File: src/rtl/pc_unit.sv
// Fetch-stage PC generator: F-stage PC register, next-PC mux, fetch-window fault
// check and a one-entry pending-redirect buffer for redirects seen during f_hold.
module pc_unit #(
  parameter logic [31:0] RESET_PC  = 32'h0000_3000,
  parameter logic [31:0] EXC_VEC   = 32'h0000_4180,
  parameter logic [31:0] IMEM_BASE = 32'h0000_3000,
  parameter logic [31:0] IMEM_SIZE = 32'h0000_4000
) (
  input  logic        clk,
  input  logic        reset,
  input  logic        d_stall,
  input  logic        f_hold,
  input  logic        exc_req,
  input  logic [2:0]  npc_op,
  input  logic        br_taken,
  input  logic [31:0] d_pc,
  input  logic [15:0] imm16,
  input  logic [25:0] imm26,
  input  logic [31:0] rs,
  input  logic [31:0] epc,
  output logic [31:0] f_pc,
  output logic [31:0] npc,
  output logic        f_adel,
  output logic        pend
);

  localparam logic [2:0] OP_PC4  = 3'd0;
  localparam logic [2:0] OP_BR   = 3'd1;
  localparam logic [2:0] OP_J    = 3'd2;
  localparam logic [2:0] OP_JR   = 3'd3;
  localparam logic [2:0] OP_ERET = 3'd4;

  logic [31:0] pc4;
  logic [31:0] br_tgt;
  logic        redirect;
  logic [31:0] pend_pc;
  logic [31:0] pc_nxt;
  logic        pc_we;
  logic        pend_nxt;
  logic [31:0] pend_pc_nxt;

  // Window bounds are compared in 33 bits so BASE+SIZE cannot wrap to zero.
  function automatic logic fetch_fault(input logic [31:0] addr);
    logic [32:0] a;
    logic [32:0] lo;
    logic [32:0] hi;
    a  = {1'b0, addr};
    lo = {1'b0, IMEM_BASE};
    hi = {1'b0, IMEM_BASE} + {1'b0, IMEM_SIZE};
    return (addr[1:0] != 2'b00) || (a < lo) || (a >= hi);
  endfunction

  assign pc4    = f_pc + 32'd4;
  assign br_tgt = f_pc + {{14{imm16[15]}}, imm16, 2'b00};

  always_comb begin
    npc      = pc4;
    redirect = 1'b0;
    case (npc_op)
      OP_BR: begin
        npc      = br_taken ? br_tgt : pc4;
        redirect = br_taken;
      end
      OP_J: begin
        npc      = {d_pc[31:28], imm26, 2'b00};
        redirect = 1'b1;
      end
      OP_JR: begin
        npc      = rs;
        redirect = 1'b1;
      end
      OP_ERET: begin
        npc      = epc;
        redirect = 1'b1;
      end
      default: begin
        npc      = pc4;
        redirect = 1'b0;
      end
    endcase
  end

  // Priority: exception, hazard stall, fetch hold, live redirect, buffered redirect.
  always_comb begin
    pc_we       = 1'b0;
    pc_nxt      = npc;
    pend_nxt    = pend;
    pend_pc_nxt = pend_pc;
    if (exc_req) begin
      pc_we    = 1'b1;
      pc_nxt   = EXC_VEC;
      pend_nxt = 1'b0;
    end else if (d_stall) begin
      pc_we = 1'b0;
    end else if (f_hold) begin
      if (redirect) begin
        pend_pc_nxt = npc;
        pend_nxt    = 1'b1;
      end
    end else if (redirect) begin
      pc_we    = 1'b1;
      pc_nxt   = npc;
      pend_nxt = 1'b0;
    end else if (pend) begin
      pc_we    = 1'b1;
      pc_nxt   = pend_pc;
      pend_nxt = 1'b0;
    end else begin
      pc_we = 1'b1;
    end
  end

  always_ff @(posedge clk or negedge reset) begin
    if (!reset) begin
      f_pc    <= RESET_PC;
      f_adel  <= fetch_fault(RESET_PC);
      pend    <= 1'b0;
      pend_pc <= '0;
    end else begin
      if (pc_we) begin
        f_pc   <= pc_nxt;
        f_adel <= fetch_fault(pc_nxt);
      end
      pend    <= pend_nxt;
      pend_pc <= pend_pc_nxt;
    end
  end

endmodule

File: config.mk
export PLATFORM = sky130hd
export DESIGN_NAME = pc_unit
export DESIGN_NICKNAME = d
export VERILOG_FILES = /design/src/rtl/pc_unit.sv
export SDC_FILE = /design/constraint.sdc
export NUM_CORES = 1
export LEC_CHECK = 0
export ABC_AREA = 1
export BUFFER_PORTS_ARGS = -buffer_cell sky130_fd_sc_hd__buf_2
export CORE_UTILIZATION = 35
export DETAILED_ROUTE_END_ITERATION = 16
export PLACE_DENSITY = 0.71
export SETUP_SLACK_MARGIN = 0.1
export SLEW_MARGIN = 20
export SYNTH_ARGS = -nofsm -noshare
export SYNTH_HDL_FRONTEND = slang
export SYNTH_SLANG_ARGS = --single-unit
export TNS_END_PERCENT = 50
File: constraint.sdc
create_clock -name clk -period 2.65 [get_ports clk]
set_input_delay 0.3975 -clock clk [delete_from_list [all_inputs] [get_ports clk]]
set_output_delay 0.3975 -clock clk [all_outputs]
set_load 0.02 [all_outputs]
==> tab_implementation.tex <==
\begin{tabular}{lr}
\hline
Metric & Value \\
\hline
\multicolumn{2}{l}{\textbf{Status}} \\
\quad Run status & finished with violations \\
\quad Violated checks & negative setup slack \\
\multicolumn{2}{l}{\textbf{Cells and area}} \\
\quad Ratio of cells with drive above 1 in the final layout & 49.8\% \\
\quad Area occupied by registers & 1660 um2 \\
\quad Layout overhead on the synthesized area & 70.5\% \\
\quad Final-layout fill cell count & 1769 \\
\quad ANT cells & 0 \\
\quad Layout Nets & 1762 \\
\quad Footprint of the multi-input gates & 6270 um2 \\
\quad Fin cells & 1854 \\
\multicolumn{2}{l}{\textbf{Timing}} \\
\quad RSZ-0062 raised after global routing & yes \\
\quad Period utilization & 113\% \\
\quad Total count of hold-check failures in the final report & 0 \\
\quad Maximum clock skew at final layout & 0.0104 ns \\
\quad Total negative slack for setup checks & -5.07 ns \\
\quad Final Setup Violations & 28 \\
\quad Final min period & 2.99 ns \\
\quad Max-slew violation count & 0 \\
\quad Max Fclk & 0.335 GHz \\
\quad Worst hold margin & 0.209 ns \\
\quad Final critical-path setup slack & -0.337 ns \\
\quad Tightest Pin Transition & 0.981 ns \\
\quad Slew margin rel. & 34.6\% \\
\multicolumn{2}{l}{\textbf{Yosys}} \\
\quad Cell with the most instances after synthesis & sky130\_fd\_sc\_hd\_\_nand2\_1 \\
\quad Net count after synthesis & 1376 \\
\quad Number of enable flip-flop cells after synthesis & 0 \\
\quad Share of flip-flops with an asynchronous set or reset after synthesis & 100\% \\
\quad Dominant cells by area after synthesis & sky130\_fd\_sc\_hd\_\_nand2\_1 23\%, sky130\_fd\_sc\_hd\_\_dfrtp\_1 23\%, sky130\_fd\_sc\_hd\_\_inv\_1 7.7\% \\
\quad Number of warnings reported in the yosys synthesis log & 0 \\
\quad Main flop type after synthesis & sky130\_fd\_sc\_hd\_\_dfrtp\_1 \\
\quad Library cell with the largest summed area after synthesis & sky130\_fd\_sc\_hd\_\_nand2\_1 \\
\quad Netlist Area Pre-Place & 7110 um2 \\
\quad Sequential fraction of the synthesis area & 23.3\% \\
\quad Post-synthesis cell type count & 50 \\
\quad Synth Register Bits & 66 \\
\quad Post-synthesis average cell area & 5.93 um2 \\
\quad Most common library cells after synthesis & 439 x sky130\_fd\_sc\_hd\_\_nand2\_1, 146 x sky130\_fd\_sc\_hd\_\_inv\_1, 107 x sky130\_fd\_sc\_hd\_\_o21ai\_0 \\
\quad Count of mapped cells out of synthesis & 1198 \\
\quad Portion of synthesized cell area occupied by the leading cell type & 23.2\% \\
\multicolumn{2}{l}{\textbf{Drt}} \\
\quad Per-cell via count in the routed design & 5.25 \\
\quad DR DRC count & 0 \\
\quad Antenna violation net count after detailed routing & 0 \\
\quad Starting DRC count in detailed routing & 709 \\
\quad First-pass DRT Iterations & 6 \\
\quad Vias & 9729 \\
\quad Total Wirelength & 32100 um \\
\quad Mean routed wirelength per cell & 17.3 um \\
\multicolumn{2}{l}{\textbf{Clock tree}} \\
\quad Buffer depth of the longest clock path & 2 \\
\quad Clock sinks & 66 \\
\quad Clock-pin slew reported for the worst setup and hold paths after clock tree synthesis & 0.06 ns \\
\quad Clk Latency, worst-skew pair & 0.34 ns \\
\quad CTS root buf & sky130\_fd\_sc\_hd\_\_clkbuf\_16 \\
\quad CTS tree & done \\
\quad Clock buffer count from CTS & 9 \\
\quad H-tree depth reported by CTS & 3 \\
\multicolumn{2}{l}{\textbf{Worst setup path}} \\
\quad Worst path arrival time & 2.59 ns \\
\quad Critical path startpoint category & register \\
\quad Type of the worst setup path & reg -> out \\
\quad WP data required & 2.25 ns \\
\quad Depth of the worst register-to-register path & 21 \\
\quad Biggest fanout along the worst timing path & 3 \\
\quad Setup crit end kind & primary output \\
\multicolumn{2}{l}{\textbf{Global route}} \\
\quad Total grt overflow & 0 \\
\quad Wire length of the first global-routing pass & 46900 um \\
\quad Global Route Usage Sum & 29.6\% \\
\quad Number of antenna violations at the first check in global routing & 1 \\
\quad Maximum number of pins on one net before global-route repair & 55 \\
\quad Via count of the first global-routing pass & 8952 \\
\multicolumn{2}{l}{\textbf{Min path}} \\
\quad Path category of the worst min-delay check & in -> async \\
\multicolumn{2}{l}{\textbf{Power}} \\
\quad Switching part of the total & 41.1\% \\
\quad Sequential share of power & 22.9\% \\
\quad Worst supply voltage drop on vdd & 0.288 mV \\
\quad Logic gate share of total power & 53.6\% \\
\quad Reported net switching power & 2.30 mW \\
\quad Pint & 3.30 mW \\
\quad Leakage power total & 6.19 nW \\
\quad Clock share of power & 23.6\% \\
\quad Power density over the cells & 462 nW/um2 \\
\multicolumn{2}{l}{\textbf{Flow run}} \\
\quad MaxCap Viol Count & 0 \\
\multicolumn{2}{l}{\textbf{Placed design}} \\
\quad Input/output buffers & 184 \\
\quad DPL Wire Length & 23700 um \\
\quad Instance count after placement with tap cells included & 1801 \\
\quad Routability Congestion & 0.971 \\
\multicolumn{2}{l}{\textbf{Die}} \\
\quad Core ar. & 19700 um2 \\
\quad Number of rows created at floorplan & 51 \\
\quad Effective utilization at floorplan & 36.2\% \\
\quad Vertical die dimension & 144 um \\
\quad Total Die Area & 20900 um2 \\
\quad I/O Pins & 213 \\
\quad DIE WIDTH & 144 um \\
\hline
\end{tabular}
-- metrics by stage --
step / total power, mW / worst slack (ns) / utilization (%) / area [um2]
6_report: 5.60 / -0.337 / 61.7 / 12100
5_1_grt: 5.89 / -0.423 / 61.7 / 12100
4_1_cts: 5.15 / -0.383 / 56.1 / 11000
3_5_place_dp: 3.46 / -0.309 / 49.1 / 9650
3_3_place_gp: 3.43 / -0.288 / 49.1 / 9650
2_1_floorplan: 2.41 / 0.110 / - / 7110
-- power by group through the flow --
stage,clock [mW],combinational [mW],sequential (mW)
after floorplan,0,1.06,1.34
after global placement,0,2.16,1.27
after detailed placement,0,2.19,1.27
after CTS,1.34,2.54,1.27
after global routing,1.37,3.22,1.29
final,1.32,3.00,1.28
-- state kept, by name, indices dropped and copies added (netlist names) --
| signal | cells |
|---|---|
| f_adel | 1 |
| f_pc | 32 |
| pend | 1 |
| pend_pc | 32 |
-- final cells by class --
type	instances	share of cell area [%]
multi-input cells	941	51.7
repair buffers	411	24.0
flip-flops and latches	66	13.7
inverters	155	5.07
well taps	265	2.74
clock buffers	9	1.86
clock inverters	7	0.826
-- placed cells by master (no fill, tap or decap), types with 5 or more instances in the layout --
cell | netlist | layout
sky130_fd_sc_hd__buf_6 | 2 | 49
sky130_fd_sc_hd__o21ai_1 | 4 | 21
sky130_fd_sc_hd__a221oi_2 | 10 | 10
sky130_fd_sc_hd__clkbuf_16 | 0 | 9
sky130_fd_sc_hd__dfrtp_2 | 0 | 8
sky130_fd_sc_hd__buf_2 | 9 | 157
sky130_fd_sc_hd__nand2_4 | 1 | 29
sky130_fd_sc_hd__a221oi_1 | 6 | 6
sky130_fd_sc_hd__nand2_2 | 2 | 99
sky130_fd_sc_hd__a22oi_1 | 6 | 6
sky130_fd_sc_hd__nand4_1 | 15 | 15
sky130_fd_sc_hd__nor3_4 | 1 | 7
sky130_fd_sc_hd__ha_1 | 30 | 6
sky130_fd_sc_hd__buf_4 | 1 | 202
sky130_fd_sc_hd__nand3_4 | 1 | 13
sky130_fd_sc_hd__ha_4 | 0 | 24
sky130_fd_sc_hd__xor2_1 | 13 | 11
sky130_fd_sc_hd__dfrtp_1 | 64 | 56
sky130_fd_sc_hd__nand3_2 | 0 | 31
sky130_fd_sc_hd__nand3b_1 | 5 | 5
sky130_fd_sc_hd__o21ai_0 | 107 | 76
sky130_fd_sc_hd__nor2_4 | 4 | 13
sky130_fd_sc_hd__inv_1 | 146 | 118
sky130_fd_sc_hd__nor2_2 | 2 | 29
sky130_fd_sc_hd__o21ai_2 | 0 | 14
sky130_fd_sc_hd__nor2_1 | 91 | 55
sky130_fd_sc_hd__nor3_1 | 15 | 6
sky130_fd_sc_hd__inv_4 | 0 | 9
sky130_fd_sc_hd__inv_2 | 7 | 26
sky130_fd_sc_hd__a22o_1 | 7 | 7
sky130_fd_sc_hd__a21oi_2 | 0 | 17
sky130_fd_sc_hd__nand2_1 | 439 | 314
sky130_fd_sc_hd__nand3_1 | 85 | 42
sky130_fd_sc_hd__a21oi_1 | 57 | 32
sky130_fd_sc_hd__a21oi_4 | 0 | 8
-- layer usage --
layer	share of wire (%)	global-route usage, %	vias up
met5	0.041	0	-
met4	3.0	10.8	2
met3	8.0	3.51	80
met2	45	45.4	443
met1	44	42.3	4523
li1	-	-	4681
-- critical path: stages, from the launching register on --
cell and delay (ns):
sky130_fd_sc_hd__dfrtp_2 0.42, sky130_fd_sc_hd__ha_4 0.17, sky130_fd_sc_hd__fa_2 0.36, sky130_fd_sc_hd__nand2_2 0.08
sky130_fd_sc_hd__nand3_2 0.08, sky130_fd_sc_hd__nand3_2 0.09, sky130_fd_sc_hd__nand2_4 0.07, sky130_fd_sc_hd__a21oi_4 0.18
sky130_fd_sc_hd__or2_4 0.16, sky130_fd_sc_hd__nand2_4 0.05, sky130_fd_sc_hd__a21oi_2 0.12, sky130_fd_sc_hd__o21ai_1 0.07
sky130_fd_sc_hd__nand2_1 0.06, sky130_fd_sc_hd__nand2_1 0.06, sky130_fd_sc_hd__nand2_2 0.10, sky130_fd_sc_hd__inv_2 0.05
sky130_fd_sc_hd__buf_6 0.12
-- final timing paths --
| path | from | end | slack [ns] |
|---|---|---|---|
| worst max-delay path | f_pc[2] | npc[30] | -0.34 |
| worst min register to register | pend_pc[1] | pend_pc[1] | 0.47 |
| worst max register to register | f_pc[16] | f_adel | -0.10 |
| worst min-delay path | reset | pend_pc[28] | 0.21 |
| max in group asynchronous | reset | f_pc[12] | 1.70 |
| min in group clk | d_stall | pend | 0.44 |
-- logic make-up after synthesis --
| family | count (synthesis) | synth area share (%) |
|---|---|---|
| buffers and inverters | 191 | 10.7 |
| AND/OR/NAND/NOR | 672 | 39.6 |
| XOR/XNOR | 19 | 2.34 |
| flip-flops | 66 | 23.3 |
| AO/OA/AOI/OAI | 219 | 18.5 |
| adder cells (fa/ha/maj) | 31 | 5.56 |
-- repair_timing --
action,in CTS,in global routing
pin swaps,75,117
hold endpoints to repair,0,0
setup endpoints to repair,38,54
gates resized for setup,232,274
setup buffers,13,26
hold buffers,0,0
Power figures use the tool's default switching activity.
